### config.mk
export PLATFORM = sky130hd
export DESIGN_NAME = noc_funnel_arb
export DESIGN_NICKNAME = d
export VERILOG_FILES = /design/src/rtl/noc_funnel_arb.sv
export SDC_FILE = /design/constraint.sdc
export NUM_CORES = 1
export LEC_CHECK = 0
export BUFFER_PORTS_ARGS = -buffer_cell sky130_fd_sc_hd__buf_4
export CAP_MARGIN = 5
export CORE_ASPECT_RATIO = 0.6
export CORE_MARGIN = 1.5
export CORE_UTILIZATION = 40
export DETAILED_ROUTE_END_ITERATION = 8
export PLACE_DENSITY = 0.61
export RECOVER_POWER = 50
export SYNTH_ARGS = -nofsm -noshare
export SYNTH_HDL_FRONTEND = slang
export SYNTH_SLANG_ARGS = --single-unit
### constraint.sdc
create_clock -name CLK -period 15 [get_ports CLK]
set_input_delay 3 -clock CLK [delete_from_list [all_inputs] [get_ports CLK]]
set_output_delay 3 -clock CLK [all_outputs]
set_load 0.02 [all_outputs]
### src/rtl/noc_funnel_arb.sv
// noc_funnel_arb: multi-channel NOC message funnel.
// Round-robin arbitration across CHANNELS single-entry holding registers. Each
// granted message is serialised onto one WIDTH-bit stream. The stream carries an
// optional header beat and a last flag on the final beat.
//
// Ports:
//   CLK, nRST           clock, synchronous active-low reset
//   in_enq__ENA[i]      enqueue strobe for channel i (only while in_enq__RDY[i])
//   in_enq_v            CHANNELS x DATA_WIDTH payloads, channel i at slice i
//   in_enq_length       CHANNELS x LEN_WIDTH word counts, channel i at slice i
//   in_enq__RDY[i]      channel i holding register empty
//   out_enq__ENA        beat transfer (state active and downstream ready)
//   out_enq_v           beat data
//   out_enq_last        final beat of the current message
//   out_enq__RDY        downstream can accept
//   err                 sticky length-overflow flag
//   busy                serialiser not idle
module noc_funnel_arb #(
  parameter int unsigned CHANNELS   = 2,
  parameter int unsigned DATA_WIDTH = 128,
  parameter int unsigned LEN_WIDTH  = 16,
  parameter int unsigned WIDTH      = 32,
  parameter int unsigned HEADER     = 1
) (
  input  logic                           CLK,
  input  logic                           nRST,
  input  logic [CHANNELS-1:0]            in_enq__ENA,
  input  logic [CHANNELS*DATA_WIDTH-1:0] in_enq_v,
  input  logic [CHANNELS*LEN_WIDTH-1:0]  in_enq_length,
  output logic [CHANNELS-1:0]            in_enq__RDY,
  output logic                           out_enq__ENA,
  output logic [WIDTH-1:0]               out_enq_v,
  output logic                           out_enq_last,
  input  logic                           out_enq__RDY,
  output logic                           err,
  output logic                           busy
);

  localparam int unsigned MAXW = DATA_WIDTH / WIDTH;
  localparam int unsigned CW   = (CHANNELS > 1) ? $clog2(CHANNELS) : 1;
  localparam int unsigned NW   = $clog2(MAXW + 1);

  typedef enum logic [1:0] {
    S_IDLE = 2'd0,
    S_HEAD = 2'd1,
    S_DATA = 2'd2
  } state_t;

  state_t                                 r_state;
  logic [CHANNELS-1:0]                    r_valid;
  logic [CHANNELS-1:0][DATA_WIDTH-1:0]    r_pay;
  logic [CHANNELS-1:0][LEN_WIDTH-1:0]     r_len;
  logic [CW-1:0]                          r_rr;
  logic [CW-1:0]                          r_ch;
  logic [NW-1:0]                          r_cnt;
  logic [DATA_WIDTH-1:0]                  r_shift;
  logic                                   r_err;

  logic                 w_fire;
  logic                 w_last;
  logic                 w_found;
  logic [CW-1:0]        w_gidx;
  logic [LEN_WIDTH-1:0] w_glen_raw;
  logic                 w_gover;
  logic [NW-1:0]        w_glen;
  logic                 w_grant;
  logic [WIDTH-1:0]     w_hdr;

  // Pick the first valid channel searching upward from r_rr+1, wrapping.
  always_comb begin : p_pick
    int unsigned idx;
    idx     = 0;
    w_found = 1'b0;
    w_gidx  = '0;
    for (int unsigned k = 1; k <= CHANNELS; k++) begin
      idx = 32'(r_rr) + k;
      if (idx >= CHANNELS) idx = idx - CHANNELS;
      if (!w_found && r_valid[CW'(idx)]) begin
        w_found = 1'b1;
        w_gidx  = CW'(idx);
      end
    end
  end

  // Length clamp for the candidate message.
  assign w_glen_raw = r_len[w_gidx];
  assign w_gover    = (32'(w_glen_raw) > MAXW);
  assign w_glen     = w_gover ? NW'(MAXW) : NW'(w_glen_raw);

  // r_cnt still holds the clamped length while the header is on the bus.
  always_comb begin
    w_hdr                    = '0;
    w_hdr[LEN_WIDTH-1:0]     = LEN_WIDTH'(r_cnt);
    w_hdr[LEN_WIDTH +: 8]    = 8'(r_ch);
  end

  assign w_last  = ((r_state == S_HEAD) && (r_cnt == '0)) ||
                   ((r_state == S_DATA) && (r_cnt == NW'(1)));
  assign w_fire  = out_enq__ENA;
  // Grant on idle, or on the edge that retires the final beat (no bubble).
  assign w_grant = w_found && ((r_state == S_IDLE) || (w_fire && w_last));

  assign out_enq__ENA = nRST && (r_state != S_IDLE) && out_enq__RDY;
  assign out_enq_v    = (r_state == S_HEAD) ? w_hdr : r_shift[WIDTH-1:0];
  assign out_enq_last = w_last;
  assign in_enq__RDY  = {CHANNELS{nRST}} & ~r_valid;
  assign busy         = (r_state != S_IDLE);
  assign err          = r_err;

  // Holding register payload/length capture (no reset needed on data).
  always_ff @(posedge CLK) begin
    for (int i = 0; i < CHANNELS; i++) begin
      if (in_enq__ENA[i] && !r_valid[i]) begin
        r_pay[i] <= in_enq_v[i*DATA_WIDTH +: DATA_WIDTH];
        r_len[i] <= in_enq_length[i*LEN_WIDTH +: LEN_WIDTH];
      end
    end
  end

  // Valid bits, arbitration pointer and serialiser FSM.
  always_ff @(posedge CLK) begin
    if (!nRST) begin
      r_state <= S_IDLE;
      r_valid <= '0;
      r_rr    <= CW'(CHANNELS - 1);
      r_ch    <= '0;
      r_cnt   <= '0;
      r_shift <= '0;
      r_err   <= 1'b0;
    end else begin
      for (int i = 0; i < CHANNELS; i++) begin
        if (in_enq__ENA[i]) r_valid[i] <= 1'b1;
      end
      if (w_grant) begin
        r_valid[w_gidx] <= 1'b0;
        r_rr            <= w_gidx;
        r_ch            <= w_gidx;
        r_cnt           <= w_glen;
        r_shift         <= r_pay[w_gidx];
        if (w_gover) r_err <= 1'b1;
        if (HEADER != 0)         r_state <= S_HEAD;
        else if (w_glen == '0)   r_state <= S_IDLE;
        else                     r_state <= S_DATA;
      end else if (w_fire) begin
        unique case (r_state)
          S_HEAD: r_state <= w_last ? S_IDLE : S_DATA;
          S_DATA: begin
            r_shift <= r_shift >> WIDTH;
            r_cnt   <= r_cnt - NW'(1);
            if (w_last) r_state <= S_IDLE;
          end
          default: r_state <= S_IDLE;
        endcase
      end
    end
  end

endmodule

==> results of run 1 <==
==> cells in the final DEF, fill, tap and decap left out, types with 3 or more instances in the layout <==
master                      synthesis  final
sky130_fd_sc_hd__a22oi_1           56     56
sky130_fd_sc_hd__o21a_1             3      3
sky130_fd_sc_hd__clkbuf_8           0      6
sky130_fd_sc_hd__edfxtp_1         288    288
sky130_fd_sc_hd__clkbuf_1          67     40
sky130_fd_sc_hd__a211oi_1          36     36
sky130_fd_sc_hd__clkbuf_4           2    269
sky130_fd_sc_hd__clkbuf_16          0     42
sky130_fd_sc_hd__and2_1            31     31
sky130_fd_sc_hd__dfxtp_1          138    138
sky130_fd_sc_hd__o22ai_1           25     25
sky130_fd_sc_hd__nor2b_1            3      3
sky130_fd_sc_hd__inv_1              6      5
sky130_fd_sc_hd__ha_1               3      3
sky130_fd_sc_hd__a22o_1            31     31
sky130_fd_sc_hd__a211oi_2           4      4
sky130_fd_sc_hd__nor3_1             4      4
sky130_fd_sc_hd__a21oi_1          106    106
sky130_fd_sc_hd__nand2_1            6      6
sky130_fd_sc_hd__nor2_1           102    102
sky130_fd_sc_hd__a31oi_1           72     72
sky130_fd_sc_hd__nand3_1           75     74
sky130_fd_sc_hd__clkinv_2           0      7
sky130_fd_sc_hd__o21ai_0          109    109
sky130_fd_sc_hd__o211a_1           25     25
sky130_fd_sc_hd__buf_4             11     56
==> metal layers <==
metal  global-route usage [%]  vias up
met3                     4.63       52
met2                     34.6      459
li1                         -     5478
met1                     33.4     5944
met4                     4.31        2
met5                        0        -
==> worst max-delay path: stages <==
cell,delay [ns]
sky130_fd_sc_hd__clkbuf_1,2.41
sky130_fd_sc_hd__nand2_1,0.53
sky130_fd_sc_hd__nor2_1,0.28
sky130_fd_sc_hd__buf_4,0.18
==> worst max path at each step <==
stage	from	end	slack, ns
floorplan	in_enq__ENA[0]	r_len[0]	5.10
global placement	nRST	out_enq__ENA	7.80
detailed placement	nRST	out_enq__ENA	7.75
CTS	nRST	out_enq__ENA	7.75
global route	nRST	out_enq__ENA	5.26
finish	nRST	out_enq__ENA	5.58
==> power groups by stage <==
stage,sequential (W),clock (W),combinational (W)
floorplan,0.00145,0,0.000334
global placement,0.00146,0,0.000523
detailed placement,0.00146,0,0.000530
CTS,0.00144,0.00103,0.000532
global route,0.00145,0.00108,0.000572
finish,0.00144,0.00101,0.000523
==> layout make-up <==
type	count	area share [%]
Inverter	7	0.135
Sequential cell	426	56.1
Tap cell	531	3.26
Multi-Input combinational cell	730	21.7
Clock buffer	63	5.85
Clock inverter	12	0.492
Timing Repair Buffer	350	12.5
==> state kept, by name (all words and copies together), names as in the netlist <==
name	flops
err	1
r_len	32
r_ch	1
r_valid	2
r_pay	256
r_state	2
r_cnt	3
r_shift	128
r_rr	1
==> stage by stage <==
| step | worst slack, ns | std cells |
|---|---|---|
| 2_1_floorplan | 5.10 | 1281 |
| 3_3_place_gp | 7.80 | 2044 |
| 3_5_place_dp | 7.75 | 2044 |
| 4_1_cts | 7.75 | 2119 |
| 5_1_grt | 5.26 | 2119 |
| 6_report | 5.58 | 2119 |
==> cell families (layout without fill, tap and decap cells) <==
family | Yosys count | in the layout
and+or+nand+nor | 236 | 236
buffers and inverters | 125 | 432
AOI/OAI and AO/OA | 485 | 485
muxes | 4 | 4
adders and majority gates | 3 | 3
DFF | 426 | 426
xor gates and xnor gates | 2 | 2
==> metrics.cfg, run 1 <==
[yosys]
asyncSetResetFlopFracSynth_pct = 0
post_synth_most_frequent_cells = sky130_fd_sc_hd__edfxtp_1, sky130_fd_sc_hd__dfxtp_1, sky130_fd_sc_hd__o21ai_0, sky130_fd_sc_hd__a21oi_1, sky130_fd_sc_hd__nor2_1
synth_top_family_by_area = compound AO/OA/AOI/OAI gates
syn_std_cell_area_um2 = 16400
synth-warning-count = 0
synth_nets = 1577
post_synth_and_or_nand_nor_area_fraction_pct = 6.92
synth.ff_latch_count = 426
synth_top_flop_cell = sky130_fd_sc_hd__edfxtp_1
post-synth-top-area-fraction_pct = 52.7
ys_top_cells_by_area = sky130_fd_sc_hd__edfxtp_1, sky130_fd_sc_hd__dfxtp_1, sky130_fd_sc_hd__o21ai_0
synth_compound_area_share_pct = 19.1
postSynthAreaPerCell_um2 = 12.8
muxShareOfSynthArea_pct = 0.259
synth_enable_flop_cells = 288
seq_area_frac_synth_pct = 69.6
yosysTopAreaCell = sky130_fd_sc_hd__edfxtp_1
post_synth_xor_area_fraction_pct = 0.107
synthCells = 1281
synth_most_common_cell = sky130_fd_sc_hd__edfxtp_1
yosys.cell_types.count = 53
synth_fa_ha_area_share_pct = 0.229

[power_and_ir_drop]
power.switching_w = 0.000832
post-layout-total-power_w = 0.00298
share_clk_of_total_power_pct = 33.9
seqPwrFrac_pct = 48.5
cellInternalPower_w = 0.00214
p_leak_nw = 7.64
combinationalPowerShare_pct = 17.6
pwr_density_cell_nw_per_um2 = 146
sw_frac_of_total_pct = 27.9
power.ir.vdd_worst_mv = 0.0722

[finish]
final.fill_count = 3559
syn2layout_area_growth_pct = 24.1
multi_input_comb_area_um2 = 4420
drive_gt1_share_pct = 25.5
final_net_count = 1852
antenna_cell_count = 0
register_area_um2 = 11400
stdcell_area_um2 = 20400
post-route-util_pct = 50.3

[timing]
unrepaired_setup_endpoints_after_global_routing = no
min_period_ns = 9.42
worstMarginPinSlew_ns = 3.48
min_period_over_period_pct = 62.8
tns_ns = 0
worst_case_headroom_to_the_max_slew_limit_pct = -132
setup_viol = 0
fin_skew_ns = 0.0201
whs_ns = 0.497
timing_max_transition_violations_final = 212
report.final.hold_viol_count = 0
maxClockFrequency_mhz = 106

[setup_path]
ff2ff_setup_slack_ns = 10.96
critical_path_peak_fanout = 74
cp-end-kind = primary output
critical_path.reg2reg.endpoint = r_pay[203]
r2r-start = r_valid[1]
crit_path_start_kind = primary input
ff2ff_path_depth = 3
worst-endpoint-arrival_ns = 6.42
worstPathRequired_ns = 12.00
criticalPathCategory = in2out

[placement]
gp_congestion = 0.853
place_hpwl_um = 30600
placed_cell_area_um2 = 19200
io_buffers = 330

[cts]
tritoncts = yes
setup_bufs_post_cts = 0
ctsHoldBuffers = 0
htreeDepth = 2
cts_inserted_buffers = 41
numClockSinks = 426
path_clk_slew_ns = 0.06
clock-root-buffer = sky130_fd_sc_hd__clkbuf_16
cts_max_path_buffers = 3
worst_skew_pair.late_latency_ns = 0.55
cts_repair_resize_count = 0

[floorplan]
chipHeight_um = 160
placementRows = 57
total_die_area_um2 = 42300
io_pins = 331
die_width_um = 264
placeableCoreArea_um2 = 40400
initial_utilization_pct = 40.5

[grt]
grt_usage_pct = 22.6
grt_pass1_wl_um = 72900
grt_antenna_before_repair = 1
first_global_vias = 11700
grt_start_max_net_pins = 97
globalRouteOverflowTotal = 0

[detailed_routing]
detail-route-antenna-nets = 0
route.detailed.wl_per_inst_um = 22.9
met3_wirelength_um = 3410
routed_wirelength_um = 48500
vias_per_cell = 5.63
drt_drc_violations_left = 0
via_count = 11900
dr.pass1.iters = 5
dr.first_iter.drc_count = 1049
detailroute.wirelength.met2_um = 21800
top_metal_used = met5
m1WireLength_um = 22600

[run_status]
status = complete, but fails checks
violated_checks = capacitance limit, slew limit

[worst_hold_path]
min-delay-start = r_shift[62]
holdPathEnd = r_shift[62]
whs_path_depth = 1
timing.hold.worst.class = reg2reg

[job]
maxCapViolations = 4

No activity file was read; power rests on OpenSTA's default activity.
==> run 2: changes to the inputs <==
clock period = 9.5 ns   (was 15 ns; I/O delays follow)
==> run 2 against run 1 <==
Effect of this change: the run still ends with capacitance limit, slew limit left; total power up 61%; clock skew grew 0.0068 ns; core utilization is 0.24 points higher; via count down 0.70%; critical path type unchanged; largest cell class unchanged.
==> metrics.cfg, run 2 (synthesis gave the netlist of run 1 again) <==
[setup_path]
r2r-start = r_valid[1]
cp-end-kind = primary output
criticalPathCategory = in2out
ff2ff_setup_slack_ns = 5.52
critPathMaxStageDelay_ns = 0.60
critical_path_peak_fanout = 74
worstPathRequired_ns = 7.60
worst-endpoint-arrival_ns = 3.10
crit_path_start_kind = primary input
critical_path.reg2reg.endpoint = r_pay[238]
cp_cell_sequence = buf_4 > nand2_1 > nor2_1 > buf_4
worst_path_dominant_cell_family = buffers and inverters
worst_path_max_delay_cell = sky130_fd_sc_hd__buf_4
ff2ff_path_depth = 3
critical_path.most_common_cell = sky130_fd_sc_hd__buf_4
critical_path.n_buffers_inverters = 2

[job]
maxCapViolations = 3

[floorplan]
initial_utilization_pct = 40.5
io_pins = 331
placeableCoreArea_um2 = 40400
total_die_area_um2 = 42300
die_width_um = 264
placementRows = 57
chipHeight_um = 160

[timing]
worstMarginPinSlew_ns = 3.01
maxClockFrequency_mhz = 200
tns_ns = 0
timing_max_transition_violations_final = 121
worst_case_headroom_to_the_max_slew_limit_pct = -101
unrepaired_setup_endpoints_after_global_routing = no
min_period_ns = 5.00
setup_viol = 0
fin_skew_ns = 0.0269
report.final.hold_viol_count = 0
min_period_over_period_pct = 52.6

[cts]
cts_repair_resize_count = 0
ctsHoldBuffers = 0
worst_skew_pair.late_latency_ns = 0.56
cts_max_path_buffers = 3
cts_inserted_buffers = 42
htreeDepth = 2
path_clk_slew_ns = 0.06
clock-root-buffer = sky130_fd_sc_hd__clkbuf_16
tritoncts = yes
numClockSinks = 426
setup_bufs_post_cts = 0

[finish]
largest_register = r_pay
largest_registers = r_pay: 256 flops, r_shift: 128 flops, r_len: 32 flops
mostFrequentLayoutCells = sky130_fd_sc_hd__edfxtp_1, sky130_fd_sc_hd__clkbuf_4, sky130_fd_sc_hd__dfxtp_1
final_net_count = 1851
syn2layout_area_growth_pct = 24.7
final_common_cell = sky130_fd_sc_hd__edfxtp_1
largest_register_ff_count = 256
drive_gt1_share_pct = 26.1
post-route-util_pct = 50.6
finalNonFillerCells = 2121

[worst_hold_path]
min-delay-start = r_shift[49]
timing.hold.worst.class = reg2reg
whs_path_depth = 2
holdPathEnd = r_shift[49]

[power_and_ir_drop]
power.ir.vdd_worst_mv = 0.123
pwr_density_cell_nw_per_um2 = 234
p_leak_nw = 7.70

[grt]
grt_antenna_before_repair = 2
grt_pass1_wl_um = 72000
globalRouteOverflowTotal = 0
grt_start_max_net_pins = 97
first_global_vias = 11700
grt_usage_pct = 22.4

[detailed_routing]
drt_drc_violations_left = 0
dr.pass1.iters = 5
vias_per_cell = 5.59
route.detailed.wl_per_inst_um = 22.5
dr.first_iter.drc_count = 1262
detail-route-antenna-nets = 0
routed_wirelength_um = 47800
via_count = 11900

[placement]
io_buffers = 330
gp_congestion = 0.832
place_hpwl_um = 30300
number_of_placed_instances_taps_included = 2042

[run_status]
violated_checks = capacitance limit, slew limit
status = complete, but fails checks

run 2: cell count changes in the layout (fill, tap and decap cells not counted):
cell and delta:
sky130_fd_sc_hd__clkinv_8 -1, sky130_fd_sc_hd__clkinv_1 +2, sky130_fd_sc_hd__clkbuf_1 -12, sky130_fd_sc_hd__clkbuf_16 +1, sky130_fd_sc_hd__clkbuf_4 +5, sky130_fd_sc_hd__clkbuf_8 -3, sky130_fd_sc_hd__bufinv_16 +3, sky130_fd_sc_hd__clkinv_4 +2
sky130_fd_sc_hd__diode_2 +2, sky130_fd_sc_hd__clkinv_2 +3
run 2: through the flow:
step | area (µm²) | total power (W) | setup WS (ns) | hold slack, ns
floorplan | 16400 | 0.00282 | 0.701 | 0.441
CTS | 20500 | 0.00483 | 4.50 | 0.500
global placement | 19200 | 0.00313 | 4.53 | 0.479
finish | 20400 | 0.00478 | 4.50 | 0.498
global route | 20400 | 0.00499 | 4.31 | 0.514
detailed placement | 19200 | 0.00314 | 4.50 | 0.483
run 2: tightest hold or removal path: cells and delay by family (launching register included):
kind | cells | cell delay [ns]
simple gates | 1 | 0.10
flops | 1 | 0.30
compound gates | 1 | 0.05
run 2: how the worst max path moves through the flow:
stage	start	to	cells past startpoint
5_1_grt	in_enq__ENA[1]	r_pay[237]	4
6_report	nRST	out_enq__ENA	4
3_5_place_dp	nRST	out_enq__ENA	4
3_3_place_gp	nRST	out_enq__ENA	4
2_1_floorplan	in_enq__ENA[0]	r_len[0]	1
4_1_cts	nRST	out_enq__ENA	4
run 2: routing by layer:
layer / track usage, % / part of all wire (%)
met1: 33.2 / 46
met5: 0 / 0
met4: 5.56 / 2.2
met3: 5.29 / 7.5
met2: 33.2 / 44
run 2: report_power, final:
group | leakage, nW | switching (W) | internal (W) | total (W)
clock network | 0.674 | 0.000720 | 0.000967 | 0.00169
logic | 3.13 | 0.000508 | 0.000300 | 0.000808
registers | 3.90 | 0.0000976 | 0.00219 | 0.00229
total | 7.70 | 0.00133 | 0.00346 | 0.00478
run 2: layout make-up:
cell class                      instances  area (µm²)
Multi-Input combinational cell        730        4420
Timing Repair Buffer                  348        2540
Fill cell                            3536       20000
Inverter                                7        27.5
Clock buffer                           56        1150
Tap cell                              531         664
Antenna cell                            2        5.00
Clock inverter                         21         214
Sequential cell                       426       11400
==> run 3: changes to the inputs <==
PLACE_DENSITY = 0.64   (was 0.61)
clock period = 4.31 ns   (was 9.5 ns; I/O delays follow)
==> run 3 against run 2 <==
Effect of this change: the flow still finishes with violations (capacitance limit, slew limit); non-clock buffer count is 7 higher; register-to-register slack worse by 4.6 ns; routed wire length is 1.4% lower; critical path depth is 2 lower; sequential cell count stayed put; critical path type is now reg2reg; largest power group unchanged; combinational power is 120% higher; count of clock-buffer cells in the layout is 8 lower; cell count hardly changed; worst setup slack worse by 3.6 ns; global-route usage is 0.52 points lower; total power is 120% higher.
==> metrics.cfg, run 3 (synthesis gave the netlist of run 1 again) <==
[detailed_routing]
detail-route-antenna-nets = 0
vias_per_cell = 5.60
drt_drc_violations_left = 0
dr.first_iter.drc_count = 1325
via_count = 11900
route.detailed.wl_per_inst_um = 22.2
routed_wirelength_um = 47100
dr.pass1.iters = 6

[floorplan]
die_width_um = 264
chipHeight_um = 160
total_die_area_um2 = 42300
placementRows = 57
initial_utilization_pct = 40.5
placeableCoreArea_um2 = 40400
io_pins = 331

[timing]
fin_skew_ns = 0.0269
unrepaired_setup_endpoints_after_global_routing = no
worstMarginPinSlew_ns = 3.07
tns_ns = 0
maxClockFrequency_mhz = 293
worst_case_headroom_to_the_max_slew_limit_pct = -105
min_period_over_period_pct = 79.2
report.final.hold_viol_count = 0
min_period_ns = 3.42
setup_viol = 0
timing_max_transition_violations_final = 166

[grt]
grt_antenna_before_repair = 1
grt_usage_pct = 21.9
grt_pass1_wl_um = 71100
first_global_vias = 11700
grt_start_max_net_pins = 109
globalRouteOverflowTotal = 0

[setup_path]
critical_path_peak_fanout = 108
critical_path.n_buffers_inverters = 1
worst_path_max_delay_cell = sky130_fd_sc_hd__clkbuf_2
worstPathRequired_ns = 4.38
cp-end-kind = flip-flop
critical_path.reg2reg.endpoint = r_pay[197]
crit_path_start_kind = flip-flop
worst_path_dominant_cell_family = buffers and inverters
r2r-start = r_valid[1]
ff2ff_setup_slack_ns = 0.89
criticalPathCategory = reg2reg
critPathMaxStageDelay_ns = 2.16
ff2ff_path_depth = 2
cp_cell_sequence = nor2b_1 > clkbuf_2
worst-endpoint-arrival_ns = 3.49

[cts]
ctsHoldBuffers = 0
path_clk_slew_ns = 0.06
setup_bufs_post_cts = 0
cts_repair_resize_count = 0
clock-root-buffer = sky130_fd_sc_hd__clkbuf_16
htreeDepth = 2
cts_max_path_buffers = 3
tritoncts = yes
worst_skew_pair.late_latency_ns = 0.55
cts_inserted_buffers = 40
numClockSinks = 426

[power_and_ir_drop]
pwr_density_cell_nw_per_um2 = 511
power.ir.vdd_worst_mv = 0.264
p_leak_nw = 7.73

[finish]
mostFrequentLayoutCells = sky130_fd_sc_hd__edfxtp_1, sky130_fd_sc_hd__clkbuf_4, sky130_fd_sc_hd__dfxtp_1
post-route-util_pct = 50.8
final_net_count = 1856
largest_register_ff_count = 256
largest_registers = r_pay: 256 flops, r_shift: 128 flops, r_len: 32 flops
largest_register = r_pay
syn2layout_area_growth_pct = 25.2
final_common_cell = sky130_fd_sc_hd__edfxtp_1
drive_gt1_share_pct = 26.4

[worst_hold_path]
min-delay-start = r_ch
timing.hold.worst.class = reg2reg
whs_path_depth = 2
holdPathEnd = r_ch

[placement]
gp_congestion = 0.851
io_buffers = 330
place_hpwl_um = 31100

[run_status]
violated_checks = capacitance limit, slew limit
status = complete, but fails checks

[job]
maxCapViolations = 3

run 3: metrics by stage:
stage | setup WS [ns] | cell area (µm²) | std cells | hold WS, ns | power, W
3_5_place_dp | 1.44 | 19300 | 2049 | 0.486 | 0.00695
5_1_grt | 0.657 | 20500 | 2122 | 0.477 | 0.0109
6_report | 0.895 | 20500 | 2122 | 0.498 | 0.0105
3_3_place_gp | 1.53 | 19300 | 2049 | 0.477 | 0.00692
2_1_floorplan | 0.853 | 16400 | 1281 | 0.441 | 0.00619
4_1_cts | 1.16 | 20600 | 2121 | 0.458 | 0.0106
run 3: area by class of cell:
type | instances | area, µm²
fill | 3564 | 19900
sequential | 426 | 11400
multi-input combinational | 730 | 4420
timing repair buffer | 355 | 2680
clock buffer | 48 | 1070
tap | 531 | 664
clock inverter | 24 | 249
inverter | 7 | 27.5
antenna | 1 | 2.50
run 3: layer usage:
metal  routed length, µm  up-vias  GRT usage (%)
li1                    -     5494              -
met1               21900     5866           32.4
met2               21000      452           32.9
met3                3450       62           5.18
met4                 839        0           4.39
met5                   0        -              0
run 3: worst max-delay path by stage:
| stage | end | cells after the start | start |
|---|---|---|---|
| after floorplan | r_len[16] | 1 | in_enq__ENA[1] |
| after global placement | r_shift[34] | 8 | nRST |
| after detailed placement | r_shift[47] | 8 | nRST |
| after CTS | out_enq_v[16] | 3 | r_state[1] |
| after global routing | r_pay[204] | 2 | r_valid[1] |
| final | r_pay[197] | 2 | r_valid[1] |
run 3: report_power, final:
group | internal (W) | switching (W)
clock | 0.00208 | 0.00156
sequential | 0.00483 | 0.000221
combinational | 0.000689 | 0.00112
run 3: worst reg2reg max path, stage by stage, from the launching register on:
cell                       delay [ns]
sky130_fd_sc_hd__dfxtp_1         0.44
sky130_fd_sc_hd__nor2b_1         0.22
sky130_fd_sc_hd__clkbuf_2        2.16
